### config.mk
export PLATFORM = sky130hd
export DESIGN_NAME = uart_rx
export DESIGN_NICKNAME = d
export VERILOG_FILES = /design/src/rtl/uart_pkg.sv /design/src/rtl/uart_rx_sync.sv /design/src/rtl/uart_rx.sv
export SDC_FILE = /design/constraint.sdc
export NUM_CORES = 1
export LEC_CHECK = 0
export CAP_MARGIN = 20
export CELL_PAD_IN_SITES_DETAIL_PLACEMENT = 0
export CELL_PAD_IN_SITES_GLOBAL_PLACEMENT = 1
export CORE_ASPECT_RATIO = 1.2
export CORE_MARGIN = 3
export CORE_UTILIZATION = 45
export DETAILED_ROUTE_END_ITERATION = 10
export GPL_TIMING_DRIVEN = 0
export HOLD_SLACK_MARGIN = 0.06
export PLACE_DENSITY_LB_ADDON = 0.1
export SLEW_MARGIN = 20
export SYNTH_ARGS = -nofsm -noshare
export SYNTH_HDL_FRONTEND = slang
export SYNTH_SLANG_ARGS = --single-unit
### constraint.sdc
create_clock -name i_clk -period 3.55 [get_ports i_clk]
set_input_delay 0.8875 -clock i_clk [delete_from_list [all_inputs] [get_ports i_clk]]
set_output_delay 0.8875 -clock i_clk [all_outputs]
set_load 0.05 [all_outputs]
### src/rtl/uart_pkg.sv
// rtl/uart_pkg.sv - shared UART types, widths and one-hot receiver state encoding
package uart_pkg;

  localparam int UART_CNT_W  = 14;
  localparam int UART_DATA_W = 8;

  // One-hot so that any multi-hot or all-zero value is caught by the FSM default arm
  typedef enum logic [4:0] {
    STATE_IDLE    = 5'b00001,
    STATE_START   = 5'b00010,
    STATE_DATA    = 5'b00100,
    STATE_STOP    = 5'b01000,
    STATE_CLEANUP = 5'b10000
  } uart_state_e;

  function automatic logic majority3(input logic a, input logic b, input logic c);
    return (a & b) | (a & c) | (b & c);
  endfunction

endpackage

### src/rtl/uart_rx_sync.sv
// rtl/uart_rx_sync.sv - two-flop synchroniser for an asynchronous single-bit input
module uart_rx_sync #(
  parameter logic RST_VAL = 1'b1
) (
  input  logic i_clk,
  input  logic i_rst,
  input  logic i_d,
  output logic o_q
);

  logic r_meta;

  // First flop may go metastable; second flop gives a settled copy
  always_ff @(posedge i_clk) begin
    if (i_rst) begin
      r_meta <= RST_VAL;
      o_q    <= RST_VAL;
    end else begin
      r_meta <= i_d;
      o_q    <= r_meta;
    end
  end

endmodule

### src/rtl/uart_rx.sv
// rtl/uart_rx.sv - 8N1 UART receiver; define UART_RX_MAJORITY_EN for 2-of-3 sample voting
module uart_rx
  import uart_pkg::*;
#(
  parameter int CLKS_PER_BIT = 16
) (
  input  logic                   i_clk,
  input  logic                   i_rst,
  input  logic                   i_rx,
  output logic [UART_DATA_W-1:0] o_rx_byte,
  output logic                   o_rx_byte_rdy,
  output logic                   o_rx_busy,
  output logic                   o_frame_err
);

  localparam logic [UART_CNT_W-1:0] HALF = UART_CNT_W'((CLKS_PER_BIT - 1) / 2);
  localparam logic [UART_CNT_W-1:0] LAST = UART_CNT_W'(CLKS_PER_BIT - 1);

  uart_state_e            r_state;
  logic [UART_CNT_W-1:0]  r_count;
  logic [2:0]             r_bit_idx;
  logic [UART_DATA_W-1:0] r_shift;
  logic                   r_armed;
  logic                   rx_s;
  logic                   sample;

  uart_rx_sync #(.RST_VAL(1'b1)) u_sync (
    .i_clk (i_clk),
    .i_rst (i_rst),
    .i_d   (i_rx),
    .o_q   (rx_s)
  );

`ifdef UART_RX_MAJORITY_EN
  logic [1:0] r_hist;

  // Last two synchronised values, so a decision at count N sees counts N-2 and N-1
  always_ff @(posedge i_clk) begin
    if (i_rst) r_hist <= 2'b11;
    else       r_hist <= {r_hist[0], rx_s};
  end

  assign sample = majority3(rx_s, r_hist[0], r_hist[1]);
`else
  assign sample = rx_s;
`endif

  assign o_rx_busy = (r_state != STATE_IDLE);

  // Frame sequencer: start validation, bit-centre sampling, registered result pulses
  always_ff @(posedge i_clk) begin
    if (i_rst) begin
      r_state       <= STATE_IDLE;
      r_count       <= '0;
      r_bit_idx     <= '0;
      r_shift       <= '0;
      r_armed       <= 1'b0;
      o_rx_byte     <= '0;
      o_rx_byte_rdy <= 1'b0;
      o_frame_err   <= 1'b0;
    end else begin
      o_rx_byte_rdy <= 1'b0;
      o_frame_err   <= 1'b0;
      case (r_state)
        STATE_IDLE: begin
          r_count   <= '0;
          r_bit_idx <= '0;
          // A break after a framing error must be released before the next start
          if (rx_s) r_armed <= 1'b1;
          if (r_armed && !rx_s) r_state <= STATE_START;
        end
        STATE_START: begin
          if (r_count == HALF) begin
            r_count <= '0;
            r_state <= sample ? STATE_IDLE : STATE_DATA;
          end else begin
            r_count <= r_count + 1'b1;
          end
        end
        STATE_DATA: begin
          if (r_count == LAST) begin
            r_count            <= '0;
            r_shift[r_bit_idx] <= sample;
            r_bit_idx          <= r_bit_idx + 1'b1;
            if (r_bit_idx == 3'd7) r_state <= STATE_STOP;
          end else begin
            r_count <= r_count + 1'b1;
          end
        end
        STATE_STOP: begin
          if (r_count == LAST) begin
            r_count <= '0;
            if (sample) begin
              o_rx_byte     <= r_shift;
              o_rx_byte_rdy <= 1'b1;
            end else begin
              o_frame_err <= 1'b1;
              r_armed     <= 1'b0;
            end
            r_state <= STATE_CLEANUP;
          end else begin
            r_count <= r_count + 1'b1;
          end
        end
        STATE_CLEANUP: begin
          r_state <= STATE_IDLE;
        end
        default: begin
          r_state   <= STATE_IDLE;
          r_count   <= '0;
          r_bit_idx <= '0;
        end
      endcase
    end
  end

endmodule

==> results.json, run 1 <==
{
  "crit_end": "o_rx_busy",
  "drive_gt1_share_pct": 8.76,
  "holdBufCountCts": 0,
  "final_nets": 257,
  "grt_pass1_wl_um": 7600,
  "min_period_ps": 2880,
  "post_synth.cell_area_avg_sq_um": 8.91,
  "die_x_um": 67.9,
  "final_cell_mix": "dfxtp_1, nor2_1, mux2i_1, clkdlybuf4s50_1",
  "grt-ovfl-total": 0,
  "ys_seq_area_share_pct": 41.6,
  "yosys-top-cells-area": "dfxtp_1, mux2i_1, nor2_1",
  "wl_per_cell_um": 14.1,
  "relSlewSlack_pct": 63.6,
  "drtAntennaViolNets": 0,
  "htree_levels": 2,
  "critical_path_depth": 5,
  "ys.warnings.count": 0,
  "die_h_um": 80.3,
  "clockRootBuffer": "clkbuf_8",
  "yosys.area.top_type": "dfxtp_1",
  "final-max-slew-violation-count": 0,
  "dr.pass1.iters": 4,
  "clk_pin_slew_ps": 80,
  "clk_latency_ps": 290,
  "rrSetupSlack_ps": 1400,
  "p_leak_nw": 0.940,
  "ir_drop_v": 0.000265,
  "grt_max_degree": 13,
  "port_buffers": 12,
  "crit_type": "flop to output port",
  "worstPathRequired_ps": 2660,
  "cts_tree": "done",
  "hold_viol_final": 0,
  "dp_hpwl_um": 3170,
  "setup_violations": 0,
  "r2r-start": "r_count[9]",
  "syn_nets": 238,
  "post_cts_resized": 0,
  "slowest_delay_ps": 790,
  "slowest_stage": "clkdlybuf4s50_1",
  "ys_types": 41,
  "endpoint_kind": "output port",
  "rows": 26,
  "vias_per_cell": 5.47,
  "grt_usage_pct": 18.5,
  "reg2reg_depth": 5,
  "n_fill_cell": 448,
  "path_delay_family": "buffers and inverters",
  "whs_ps": 418,
  "route.detailed.drc": 0,
  "yosysTopAreaCellShare_pct": 41.6,
  "boundaryPins": 14,
  "arrival_ps": 1990,
  "finalPower_w": 0.00103,
  "worstSetupStartpointType": "flop",
  "grt_setup_unrepaired": "no",
  "antenna_cells": 0,
  "status": "complete, no violations",
  "worst_pin_slew_ps": 545,
  "ys.flop_type": "dfxtp_1",
  "reg2reg_to": "r_state[2]",
  "die_area_sq_um": 5450,
  "cts.sinks": 43,
  "critPathMaxFanout": 10,
  "numCtsBuffers": 5,
  "startpoint": "r_state[3]",
  "synthCells": 232,
  "clock_path_buffers": 2,
  "gp_congestion": 0.742,
  "initial_utilization_pct": 47.4,
  "synth_seq_cells": 43,
  "hp-class": "flop to flop",
  "grt_pass1_vias": 1632,
  "fmax_ghz": 0.348,
  "hold_depth": 1,
  "setup-tns-final_ps": 0,
  "fin_crit_sh_pct": 81.0,
  "drt_iter0_drc": 57,
  "path_cells": "buf_2 > nor2_1 > and3_1 > inv_1 > clkdlybuf4s50_1",
  "synth-async-reset-ratio_pct": 0,
  "timing.critical_path.buf_inv": 3,
  "finClkSkew_ps": 7.02,
  "num_vias": 1680,
  "p_per_area_nw_per_um2": 436,
  "synth_edf_count": 0,
  "layout_commonest_cell": "dfxtp_1",
  "core-area_sq_um": 4360,
  "area_growth_pct": 14.2,
  "antenna_found_initial": 0,
  "maxCapViolations": 0,
  "syn_area_sq_um": 2070,
  "wirelength_um": 4320,
  "cts_setup_buffers": 0
}
-- kinds of logic after synthesis --
logic type	count (synthesis)	share of synthesized area (%)
compound gates	42	14.7
xor+xnor	3	1.27
fa+ha+maj	3	1.82
buf+inv	19	3.75
flops	43	41.6
mux	21	10.2
simple gates	101	26.7
-- layer usage --
layer,track usage (%),part of all wire [%],vias up
li1,-,-,881
met1,23.1,48,777
met2,30.4,48,16
met3,4.34,2.2,6
met4,7.16,1.7,0
met5,0,0,-
-- metrics by stage --
stage	utilization [%]	setup WS, ps	std cells	instance area [sq um]
after global routing	54.2	587	307	2360
after global placement	51.8	1000	300	2260
after detailed placement	51.8	973	300	2260
after floorplan	-	1600	232	2070
final	54.2	674	307	2360
after CTS	54.2	641	307	2360
-- final cells by class --
cell class	instances	area, sq um	share of cell area (%)
Multi-Input combinational cell	170	1130	47.9
Sequential cell	43	861	36.5
Timing Repair Buffer	12	120	5.09
Clock buffer	6	72.6	3.07
Tap cell	56	70.1	2.97
Buffer	11	47.5	2.01
Clock inverter	1	30.0	1.27
Inverter	8	30.0	1.27
-- cells in the mapped netlist (5+ instances only) --
cell type,count
dfxtp_1,43
nor2_1,32
mux2i_1,21
a21oi_1,11
nand2_1,11
nand3_1,10
inv_1,8
nand4_1,7
o21ai_0,7
a31oi_1,6
and3_1,6
clkbuf_1,6
and4_1,5
nand2b_1,5
-- worst min path at each step --
stage                              from    endpoint  slack (ps)
after floorplan           u_sync.r_meta  u_sync.o_q         390
after CTS                 u_sync.r_meta  u_sync.o_q         420
after global placement    u_sync.r_meta  u_sync.o_q         390
after detailed placement  u_sync.r_meta  u_sync.o_q         400
after global routing      u_sync.r_meta  u_sync.o_q         430
final                     u_sync.r_meta  u_sync.o_q         420
-- registers in the layout (all words and copies together), names as in the netlist --
| register | cells |
|---|---|
| r_shift | 8 |
| r_state | 5 |
| r_armed | 1 |
| o_frame_err | 1 |
| r_bit_idx | 3 |
| o_rx_byte_rdy | 1 |
| r_count | 14 |
| u_sync.o_q | 1 |
| u_sync.r_meta | 1 |
| o_rx_byte | 8 |
-- report_power, final --
| part | internal, W | switching [W] |
|---|---|---|
| clock | 0.000206 | 0.000157 |
| combinational | 0.0000599 | 0.0000954 |
| sequential | 0.000493 | 0.0000164 |
(Power assumes the default switching activity.)
==> run 2, diff against run 1 <==
--- a/config.mk
+++ b/config.mk
@@ -10,7 +10,7 @@
 export CELL_PAD_IN_SITES_GLOBAL_PLACEMENT = 1
 export CORE_ASPECT_RATIO = 1.2
 export CORE_MARGIN = 3
-export CORE_UTILIZATION = 45
+export CORE_UTILIZATION = 40
 export DETAILED_ROUTE_END_ITERATION = 10
 export GPL_TIMING_DRIVEN = 0
 export HOLD_SLACK_MARGIN = 0.06
==> constraint.sdc (replaced) <==
create_clock -name i_clk -period 2.6 [get_ports i_clk]
set_input_delay 0.65 -clock i_clk [delete_from_list [all_inputs] [get_ports i_clk]]
set_output_delay 0.65 -clock i_clk [all_outputs]
set_load 0.05 [all_outputs]
==> run 2 against run 1 <==
Sequential share of layout area increased by 0.21 points. Clock power grew 17%. Critical endpoint unchanged. Die area is 11% higher. First-iteration DRC count is 37% higher. Clock-buffer cell count unchanged. Final area decreased by 0.58%.
==> results.json, run 2 (same netlist as run 1, synthesis figures left out) <==
{
  "worst_pin_slew_ps": 553,
  "path_delay_family": "buffers and inverters",
  "drt_iter0_drc": 78,
  "slowest_delay_ps": 520,
  "slowest_stage": "dlygate4sd2_1",
  "clock_path_buffers": 2,
  "n_fill_cell": 512,
  "drive_gt1_share_pct": 9.13,
  "grt_pass1_wl_um": 8080,
  "clockPowerShare_pct": 31.9,
  "worstPathRequired_ps": 1950,
  "numCtsBuffers": 5,
  "vias_per_cell": 5.48,
  "die_area_sq_um": 6070,
  "seq_area_sq_um": 861,
  "clockRootBuffer": "clkbuf_8",
  "cts.sinks": 43,
  "dr.pass1.iters": 4,
  "timing.critical_path.buf_inv": 3,
  "num_vias": 1709,
  "largest_register_ffs": 14,
  "drtAntennaViolNets": 0,
  "multi_input_area_sq_um": 1130,
  "fin_ws_ps": 227,
  "gp_congestion": 0.742,
  "pwr-share-comb_pct": 15.6,
  "rows": 28,
  "wl_per_cell_um": 14.0,
  "swShare_pct": 29.4,
  "core-area_sq_um": 4970,
  "layout_commonest_cell": "dfxtp_1",
  "status": "complete, no violations",
  "antenna_cells": 0,
  "top_register": "r_count",
  "critPathMaxFanout": 10,
  "holdBufCountCts": 0,
  "grt_max_degree": 14,
  "route.detailed.drc": 0,
  "relSlewSlack_pct": 63.0,
  "final_cell_mix": "dfxtp_1, nor2_1, mux2i_1",
  "switching_power_w": 0.000390,
  "antenna_found_initial": 0,
  "setup_violations": 0,
  "p_per_area_nw_per_um2": 565,
  "crit_type": "flop to output port",
  "clk_latency_ps": 290,
  "htree_levels": 2,
  "worstSetupStartpointType": "flop",
  "finClkSkew_ps": 5.83,
  "seqPwrFrac_pct": 52.5,
  "p_leak_nw": 0.933,
  "grt-ovfl-total": 0,
  "ir_drop_v": 0.000343,
  "fmax_ghz": 0.421,
  "hold_viol_final": 0,
  "whs_ps": 417,
  "maxCapViolations": 0,
  "grt_usage_pct": 16.3,
  "grt_setup_unrepaired": "no",
  "clk_pin_slew_ps": 80,
  "dpl-instance-area_sq_um": 2260,
  "die_x_um": 71.6,
  "boundaryPins": 14,
  "endpoint_kind": "output port",
  "fin_crit_sh_pct": 91.3,
  "wirelength_um": 4360,
  "port_buffers": 12,
  "initial_utilization_pct": 41.6,
  "area_growth_pct": 13.5,
  "hp-class": "flop to flop",
  "min_period_ps": 2370,
  "p_int_w": 0.000937,
  "place_ws_ps": 271,
  "arrival_ps": 1720,
  "path_cells": "buf_2 > nor2_1 > and3_1 > inv_1 > dlygate4sd2_1",
  "fin_util_pct": 47.2,
  "final_nets": 257,
  "setup-tns-final_ps": 0,
  "dp_hpwl_um": 3130,
  "final_cell_area_sq_um": 2350,
  "cts_tree": "done",
  "die_h_um": 84.8,
  "top_regs": "r_count x14, o_rx_byte x8, r_shift x8",
  "final-max-slew-violation-count": 0,
  "grt_pass1_vias": 1744
}
## run 2: cell types whose count changed in the layout (fill, tap and decap cells not counted)
cell	delta
clkdlybuf4s50_1	-1
clkinv_2	+1
clkinvlp_4	+1
dlygate4sd2_1	+1
bufinv_16	-1
## run 2: metal layers
metal | up-vias | track usage (%) | share of wire [%]
li1 | 879 | - | -
met1 | 800 | 21.0 | 47
met2 | 24 | 26.7 | 49
met3 | 6 | 3.23 | 2.4
met4 | 0 | 5.81 | 1.5
met5 | - | 0 | 0
## run 2: area by class of cell
cell class	instances	area share, %
Timing Repair Buffer	12	5.06
Inverter	8	1.28
Buffer	11	2.03
Multi-Input combinational cell	170	48.1
Tap cell	60	3.20
Clock inverter	2	0.533
Sequential cell	43	36.7
Clock buffer	6	3.09
## run 2: stage by stage
stage               cells  power, W
global route          312   0.00140
detailed placement    304  0.000924
global placement      304  0.000923
finish                312   0.00133
CTS                   312   0.00134
floorplan             232  0.000871
## run 2: repair_timing
item | 4_1_cts | 5_1_grt
resized for setup | 1 | 0
hold endpoints to repair | 0 | 0
setup buffers | 0 | 0
endpoints found under the setup margin | 1 | 0
## run 2: worst paths after layout
kind                                     from         end  slack (ps)  cells past startpoint
worst max-delay path               r_state[3]   o_rx_busy         230                      5
worst min-delay path            u_sync.r_meta  u_sync.o_q         420                      1
worst max register to register     r_count[0]  r_state[2]         470                      6
worst min register to register  u_sync.r_meta  u_sync.o_q         420                      1
## run 2: worst reg2reg max path, delay by kind of cell (launching register included)
kind | cells | cell delay, ps
AND/OR/NAND/NOR | 3 | 760
AO/OA/AOI/OAI | 2 | 690
flip-flops | 1 | 370
adder cells (fa/ha/maj) | 1 | 230
## run 2: power groups by stage
stage | logic [W] | clock network [W] | registers, W
floorplan | 0.000165 | 0 | 0.000705
CTS | 0.000206 | 0.000440 | 0.000696
finish | 0.000207 | 0.000423 | 0.000697
global route | 0.000229 | 0.000467 | 0.000701
detailed placement | 0.000212 | 0 | 0.000712
global placement | 0.000210 | 0 | 0.000713
==> run 3, diff against run 2 <==
--- a/config.mk
+++ b/config.mk
@@ -11,10 +11,12 @@
 export CORE_ASPECT_RATIO = 1.2
 export CORE_MARGIN = 3
 export CORE_UTILIZATION = 40
+export CTS_CLUSTER_SIZE = 10
 export DETAILED_ROUTE_END_ITERATION = 10
 export GPL_TIMING_DRIVEN = 0
 export HOLD_SLACK_MARGIN = 0.06
 export PLACE_DENSITY_LB_ADDON = 0.1
+export SKIP_LAST_GASP = 1
 export SLEW_MARGIN = 20
 export SYNTH_ARGS = -nofsm -noshare
 export SYNTH_HDL_FRONTEND = slang
==> results of run 3 <==
Same layout as run 2: the final DEF is identical, and so are final timing and power.
